[src/rtl/osd_pkg.sv]
// Shared definitions for the OSD datapath blocks: FSM states and
// column-index helpers.
package osd_pkg;

  typedef enum logic [1:0] {
    IDLE,
    SCATTER,
    DONE
  } state_t;

  // Width of a column index for an n-column code (never narrower than 1 bit).
  function automatic int idx_width(input int n);
    return (n <= 2) ? 1 : $clog2(n);
  endfunction

  // True when idx names an existing column of an n-column code.
  function automatic logic is_valid_idx(input int idx, input int n);
    return (idx >= 0) && (idx < n);
  endfunction

endpackage

[src/rtl/idx_onehot_dec.sv]
// Column index to one-hot decoder with a range flag. The one-hot vector is
// all zeros when the index does not name an existing column.
module idx_onehot_dec
  import osd_pkg::*;
#(
  parameter int N     = 8,
  parameter int IDX_W = idx_width(N)
) (
  input  logic [IDX_W-1:0] idx,
  output logic [N-1:0]     onehot,
  output logic             in_range
);

  // Decode the index and flag indices outside the column range.
  always_comb begin
    onehot   = '0;
    in_range = is_valid_idx(int'(idx), N);
    for (int j = 0; j < N; j++) begin
      onehot[j] = (int'(idx) == j);
    end
  end

endmodule

[src/rtl/inverse_permuter.sv]
// Sequential inverse column permuter. Scatters a codeword given in permuted
// order back to original column order, one column per cycle, while building
// the inverse permutation table and flagging an invalid lambda1.
module inverse_permuter
  import osd_pkg::*;
#(
  parameter int N     = 8,
  parameter int IDX_W = idx_width(N)
) (
  input  logic               clk,
  input  logic               rst_n,
  input  logic               in_valid,
  output logic               in_ready,
  input  logic [N-1:0]       cw_perm,
  input  logic [N*IDX_W-1:0] lambda1,
  output logic               out_valid,
  input  logic               out_ready,
  output logic [N-1:0]       cw_orig,
  output logic [N*IDX_W-1:0] lambda_inv,
  output logic               perm_err
);

  localparam logic [IDX_W-1:0] LAST_CNT = IDX_W'(N - 1);

  state_t             state;
  state_t             next_state;
  logic [IDX_W-1:0]   cnt;
  logic [N-1:0]       cw_perm_reg;
  logic [N*IDX_W-1:0] lambda_reg;
  logic [N-1:0]       seen;

  logic [IDX_W-1:0]   cur_idx;
  logic               cur_bit;
  logic [N-1:0]       cur_onehot;
  logic               cur_in_range;
  logic               cur_bad;
  logic               accept;

  assign accept  = (state == IDLE) && in_valid && in_ready;
  assign cur_idx = lambda_reg[int'(cnt)*IDX_W +: IDX_W];
  assign cur_bit = cw_perm_reg[cnt];

  idx_onehot_dec #(
    .N     (N),
    .IDX_W (IDX_W)
  ) u_dec (
    .idx      (cur_idx),
    .onehot   (cur_onehot),
    .in_range (cur_in_range)
  );

  // An entry is rejected when it is out of range or its target was already
  // claimed by an earlier column (first occurrence wins).
  assign cur_bad = !cur_in_range || ((cur_onehot & seen) != '0);

  // Next-state logic: accept in IDLE, walk all columns, hold until drained.
  always_comb begin
    next_state = state;
    case (state)
      IDLE:    if (accept) next_state = SCATTER;
      SCATTER: if (cnt == LAST_CNT) next_state = DONE;
      DONE:    if (out_ready) next_state = IDLE;
      default: next_state = IDLE;
    endcase
  end

  // State register; handshake flags are registered from the next state so
  // no input reaches an output combinationally.
  always_ff @(posedge clk or negedge rst_n) begin
    if (!rst_n) begin
      state     <= IDLE;
      in_ready  <= 1'b0;
      out_valid <= 1'b0;
    end else begin
      state     <= next_state;
      in_ready  <= (next_state == IDLE);
      out_valid <= (next_state == DONE);
    end
  end

  // Capture on accept, then scatter one column per cycle; results hold in DONE.
  always_ff @(posedge clk or negedge rst_n) begin
    if (!rst_n) begin
      cnt         <= '0;
      cw_perm_reg <= '0;
      lambda_reg  <= '0;
      seen        <= '0;
      cw_orig     <= '0;
      lambda_inv  <= '0;
      perm_err    <= 1'b0;
    end else if (accept) begin
      cnt         <= '0;
      cw_perm_reg <= cw_perm;
      lambda_reg  <= lambda1;
      seen        <= '0;
      cw_orig     <= '0;
      lambda_inv  <= '0;
      perm_err    <= 1'b0;
    end else if (state == SCATTER) begin
      if (cur_bad) begin
        perm_err <= 1'b1;
      end else begin
        for (int j = 0; j < N; j++) begin
          if (cur_onehot[j]) begin
            cw_orig[j]                  <= cur_bit;
            lambda_inv[j*IDX_W +: IDX_W] <= cnt;
            seen[j]                     <= 1'b1;
          end
        end
      end
      cnt <= (cnt == LAST_CNT) ? '0 : cnt + IDX_W'(1);
    end
  end

endmodule

[config.mk]
export PLATFORM = sky130hd
export DESIGN_NAME = inverse_permuter
export DESIGN_NICKNAME = d
export VERILOG_FILES = /design/src/rtl/osd_pkg.sv /design/src/rtl/idx_onehot_dec.sv /design/src/rtl/inverse_permuter.sv
export SDC_FILE = /design/constraint.sdc
export NUM_CORES = 1
export LEC_CHECK = 0
export CAP_MARGIN = 20
export CORE_UTILIZATION = 30
export CTS_CLUSTER_DIAMETER = 100
export CTS_CLUSTER_SIZE = 25
export DETAILED_ROUTE_END_ITERATION = 10
export DONT_BUFFER_PORTS = 1
export SYNTH_ARGS = -nofsm -noshare
export SYNTH_HDL_FRONTEND = slang
export SYNTH_HIERARCHICAL = 1
export SYNTH_SLANG_ARGS = --single-unit
[constraint.sdc]
create_clock -name clk -period 3.8 [get_ports clk]
set_input_delay 1.14 -clock clk [delete_from_list [all_inputs] [get_ports clk]]
set_output_delay 1.14 -clock clk [all_outputs]
set_load 0.01 [all_outputs]
# [Yosys cells after proc, flatten, opt, wreduce, memory -nomap -nowiden]
# Cells that the tools add are included.
# W data, S select, Z words.
[classes] n_addsub=1 muxes=45 n_lt_le_gt_ge=1 n_eq_ne=12 mul=1 shift=1 n_reduce_logical=25 bitwise_logic=1
[op_table] op="$mux W24" n=3
[op_table] op="$mux W8" n=6
[op_table] op="$mux W3" n=11
[op_table] op="$reduce_and A3 Y1" n=8
[op_table] op="$shiftx A24 B6 Y3" n=1
[op_table] op="$mux W1" n=20
[op_table] op="$reduce_bool A2 Y1" n=10
[op_table] op="$eq A3 B3 Y1 const B" n=5
[op_table] op="$and A8 B8 Y8" n=1
[op_table] op="$reduce_bool A8 Y1" n=1
[op_table] op="$eq A3 B2 Y1 const B" n=2
[op_table] op="$mux W2" n=3
[op_table] op="$pmux W2 S3" n=1
[op_table] op="$mul A3 B2 Y5 const B" n=1
[op_table] op="$eq A2 B2 Y1 const B" n=2
[op_table] op="$logic_not A2 Y1" n=2
[op_table] op="$lt A3 B4 Y1 const B" n=1
[op_table] op="$add A3 B1 Y3 const B" n=1
[op_table] op="$bmux W1 S3" n=1
[op_table] op="$eq A3 B1 Y1 const B" n=1
[op_table] op="$logic_not A3 Y1" n=1
[op_table] op="$eq A2 B1 Y1 const B" n=1
[op_table] op="$logic_and A1 B1 Y1" n=2
[op_table] op="$ne A2 B1 Y1 const B" n=1
[op_table] op="$reduce_and A2 Y1" n=1
[word_totals] ff_bits=80 input_bits=36 output_inout_bits=35 wordCells=118

# [Depth between registers and ports, before layout]
[logic_depth] depth_word=8 depth_mapped=11 mapped_depth_nobuf=7

# [Cells and area by module]
# Netlist, hierarchy kept.
[modules_own_cells] mod="inverse_permuter" area_per_inst_um2=3663.5 cells_each=376 seq_area_each_um2=2001.9 instances=1
[modules_own_cells] mod="idx_onehot_dec" area_per_inst_um2=76.3 cells_each=10 seq_area_each_um2=0.0 instances=1

# [Least setup slack after synthesis]
# OpenSTA, ideal clock, no wires.
[synth_path] path_kind="reg-to-reg" startpoint="reg cnt[1]" endpoint="reg cw_orig[0]" setup_slack_ns=0.775 t_required_ns=3.678 arrival_ns=2.903 synth_period_minus_slack_ns=3.025 stages_incl_launch_ff=11 n_path_buf=3 setup_time_ns=0.122 path_cell_list="dfrtp_1 -> clkbuf_1 -> clkbuf_1 -> mux4_2 -> mux2_2 -> and3_2 -> clkbuf_1 -> a22o_1 -> nor4b_2 -> nand2_1 -> a32o_1"
[synth_between] elab_chain_cells=7 word_cells_on_any_way=21 classes_between="mul (1); eq/ne (8); shift (1); mux (6); bitwise (1); reduce/logical (4)"
[synth_rtl] element="start: declaration" line="inverse_permuter.sv:27" rtl="logic [IDX_W-1:0] cnt;"
[synth_rtl] element="start signal: assignment" line="inverse_permuter.sv:111" rtl="cnt <= (cnt == LAST_CNT) ? '0 : cnt + IDX_W'(1);"
[synth_rtl] element="$mul A3 B2 Y5" line="inverse_permuter.sv:40" rtl="assign cur_idx = lambda_reg[int'(cnt)*IDX_W +: IDX_W];"
[synth_rtl] element="$shiftx A24 B6 Y3" line="inverse_permuter.sv:40"
[synth_rtl] element="via cur_idx[0]" line="inverse_permuter.sv:32" rtl="logic [IDX_W-1:0] cur_idx;"
[synth_rtl] element="$eq A3 B1 Y1" line="idx_onehot_dec.sv:19" rtl="onehot[j] = (int'(idx) == j);"
[synth_rtl] element="via cur_onehot[7]" line="inverse_permuter.sv:34" rtl="logic [N-1:0] cur_onehot;"
[synth_rtl] element="$and A8 B8 Y8" line="inverse_permuter.sv:54" rtl="assign cur_bad = !cur_in_range || ((cur_onehot & seen) != '0);"
[synth_rtl] element="$reduce_bool A8 Y1" line="inverse_permuter.sv:54"
[synth_rtl] element="$ne A2 B1 Y1 (no line)"
[synth_rtl] element="$reduce_and A3 Y1 (no line)"
[synth_rtl] element="end signal: indexed assignment" line="inverse_permuter.sv:105" rtl="cw_orig[j] <= cur_bit;"
[synth_rtl] element="end: declaration" line="inverse_permuter.sv:18" rtl="output logic [N-1:0] cw_orig,"
# The timed path passes the listed nets, and every way through them passes these cells. The select of a mux whose other input is x is not followed.
# A chain may end at the register's enable or synchronous reset.

# [Final worst setup path]
[layout_path] startpoint="reg cnt[0]" endpoint="reg cw_orig[4]"
[layout_between] elab_chain_cells=7 word_cells_on_any_way=21 classes_between="mul (1); eq/ne (8); shift (1); mux (6); bitwise (1); reduce/logical (4)"
[layout_rtl] element="$mul A3 B2 Y5" line="inverse_permuter.sv:40"
[layout_rtl] element="$shiftx A24 B6 Y3" line="inverse_permuter.sv:40"
[layout_rtl] element="via cur_idx[2]" line="inverse_permuter.sv:32"
[layout_rtl] element="$eq A3 B3 Y1" line="idx_onehot_dec.sv:19"
[layout_rtl] element="via cur_onehot[5]" line="inverse_permuter.sv:34"
[layout_rtl] element="$and A8 B8 Y8" line="inverse_permuter.sv:54"
[layout_rtl] element="$reduce_bool A8 Y1" line="inverse_permuter.sv:54"
[layout_rtl] element="$ne A2 B1 Y1 (no line)"
[layout_rtl] element="$reduce_and A3 Y1 (no line)"
# The timed path passes the listed nets, and every way through them passes these cells. The select of a mux whose other input is x is not followed.

==> flow_summary.toml <==
[timing]
rsz0062_at_grt = "false"
period_share_pct = 86.8
maxSlewViolCount = 0
setup_tns_ps = 0
holdWs_ps = 477
hold_viol = 0
fin_worst_skew_ps = 9.15
setup_slack_ps = 502
min_period_ps = 3300
timing.slew.headroom_pct = 44.6
timing.fmax_mhz = 303
tightestPinTransition_ps = 831
setup_viol = 0

[cts]
postCtsSetupBuffers = 0
clk_latency_ps = 340
cts_buffer_depth = 2
cts_tree = "done"
h-tree-depth = 3
clkTransAtPathRegs_ps = 60
clock-sinks = 80
post_cts_resized = 0
clockRootBuffer = "clkbuf_16"
cts_hold_buf = 0
cts_made_buffers = 9

[cells_and_area]
syn_to_final_growth_pct = 12.1
diodes = 0
final_cell_mix = "107 x nand2_1, 80 x dfrtp_1, 37 x a21oi_1"
drive_gt1_share_pct = 12.6
final_nets = 415
final_common_cell = "nand2_1"

[placed_design]
place_hpwl_microns = 6440
place.gp.congestion = 0.831
port_buffers = 0
detailedPlace.worstSlack_ps = 503

[detailed_routing]
drt_wl_total_microns = 9090
drt-initial-drc-count = 198
vias_per_cell = 4.98
ant_nets = 0
post-route-drc-count = 0
drt_first_pass_iters = 4
vias = 2738
wire_per_inst_microns = 16.5

[setup_path]
max_stage_delay_ps = 650
cp_top_family = "multiplexers"
cp.required_ps = 4030
path_cells = "mux4_2, mux2_2, and3b_2, a222oi_1, and3_1, buf_4, nand2_1, a32o_1"
critPathKind = "flop to flop"
slowest_stage = "dfrtp_1"
path_max_fanout = 38
r2r_setup_slack_ps = 500
path_buf_inv = 1
cp-start-kind = "flop"
critPathCaptureType = "flop"
arrival_ps = 3530

[pwr]
p_per_area_nw_per_um2 = 911
p_leak_uw = 0.00189
ir_drop_mv = 0.375

[synth]
syn-num-nets = 424
ys_seq_elements = 80
synth.mux.area_fraction_pct = 6.66
syn_area_sq_um = 3740
yosys.area_share.simple_pct = 23.8
ys_dominant_reg_cell = "dfrtp_1"
synth_adder_area_share_pct = 0.669
synth-edff-count = 0
synth_top_family_by_area = "simple AND/OR/NAND/NOR gates"
synth_compound_area_share_pct = 11.8
syn_area_per_cell_sq_um = 9.69
ys_seq_area_share_pct = 53.5
synthArstFlopShare_pct = 100
ys_types = 40
yosys.area_share.xor_xnor_pct = 0
yosysWarnings = 6
synthCells = 386

[floorplanning]
core_sq_um = 12100
die_h_microns = 114
ios = 71
row_count = 40
fp.dieArea_sq_um = 12900
die_w_microns = 114
start_util_pct = 31.0

[global_route]
track_usage_pct = 15.2
grt_pass1_vias = 2732
overflow = 0
grt_first_pass_wirelength_microns = 14800
grt_max_degree = 81
antenna_found_initial = 0

[outcome]
status = "complete, no violations"

[min_path]
min_path_type = "flop to flop"

[run]
maxCapViolCount = 0
routing by layer:
layer	share of wire (%)	GRT usage, %	routed length, microns
met5	0	0	0
met2	47	23.6	4260
met4	1.3	4.82	122
met3	6.9	5.53	628
met1	45	19.8	4070
final cells by class:
cell class              instances  area, sq um
well taps                     168          210
clock buffers                  11          243
clock inverters                 5         56.3
repair buffers                  9         67.6
flip-flops and latches         80         2000
multi-input cells             277         1620
fillers                      1230         7870
logic make-up after synthesis:
group,after synthesis
simple gates,182
flops,80
compound gates,78
buf+inv,29
mux,14
fa+ha+maj,2
other cells,1
metrics by stage:
step / std cells / total power [uW] / utilization [%] / cell area, sq um
after floorplan: 386 / 2590 / - / 3740
after global placement: 534 / 2940 / 32.3 / 3890
after detailed placement: 534 / 2980 / 32.3 / 3890
after CTS: 550 / 3860 / 34.8 / 4190
after global routing: 550 / 4100 / 34.8 / 4190
final: 550 / 3820 / 34.8 / 4190
worst register-to-register path: cells and delay by family, from the launching register on:
family	cells	cell delay, ps
mux	2	920
compound gates	2	690
flops	1	650
simple gates	3	600
buf+inv	1	340
final timing paths:
kind,startpoint,endpoint,cells past startpoint
worst min register to register,cw_perm_reg[2]$_DFFE_PN0P_,cw_perm_reg[2]$_DFFE_PN0P_,2
min in group asynchronous,rst_n,lambda_inv[22]$_DFFE_PN0P_,0
worst min-delay path,cw_perm_reg[2]$_DFFE_PN0P_,cw_perm_reg[2]$_DFFE_PN0P_,2
worst max register to register,cnt[0]$_DFFE_PN0N_,cw_orig[4]$_DFFE_PN0P_,8
max in group asynchronous,rst_n,cw_perm_reg[7]$_DFFE_PN0P_,0
worst max-delay path,cnt[0]$_DFFE_PN0N_,cw_orig[4]$_DFFE_PN0P_,8
synth_stat cells (2+ instances only):
| library cell | instances | area share (%) |
|---|---|---|
| nor2_1 | 11 | 1.1 |
| a22oi_1 | 2 | 0.40 |
| a41oi_1 | 2 | 0.47 |
| mux2i_1 | 2 | 0.54 |
| clkbuf_1 | 20 | 2.0 |
| nor3b_1 | 5 | 1.0 |
| mux2_2 | 3 | 0.90 |
| nand4_1 | 7 | 1.2 |
| a32o_1 | 3 | 0.80 |
| ha_1 | 2 | 0.67 |
| mux4_2 | 8 | 4.8 |
| nand2_1 | 107 | 11 |
| nand3_1 | 23 | 3.1 |
| nand4b_1 | 6 | 1.4 |
| dfrtp_1 | 80 | 54 |
| a21o_1 | 3 | 0.60 |
| a21oi_1 | 37 | 5.0 |
| o21ai_0 | 19 | 2.5 |
| buf_2 | 6 | 0.80 |
| and3b_2 | 3 | 0.80 |
| nor3_1 | 7 | 0.94 |
| nor4b_2 | 5 | 2.0 |
| o21ai_1 | 7 | 0.94 |
| o21a_1 | 2 | 0.40 |
where the power goes:
part           switching (uW)  internal [uW]  total (uW)
sequential                332           1170        1510
combinational             876            583        1460
clock                     332            525         856
No activity file was read; power rests on OpenSTA's default activity.
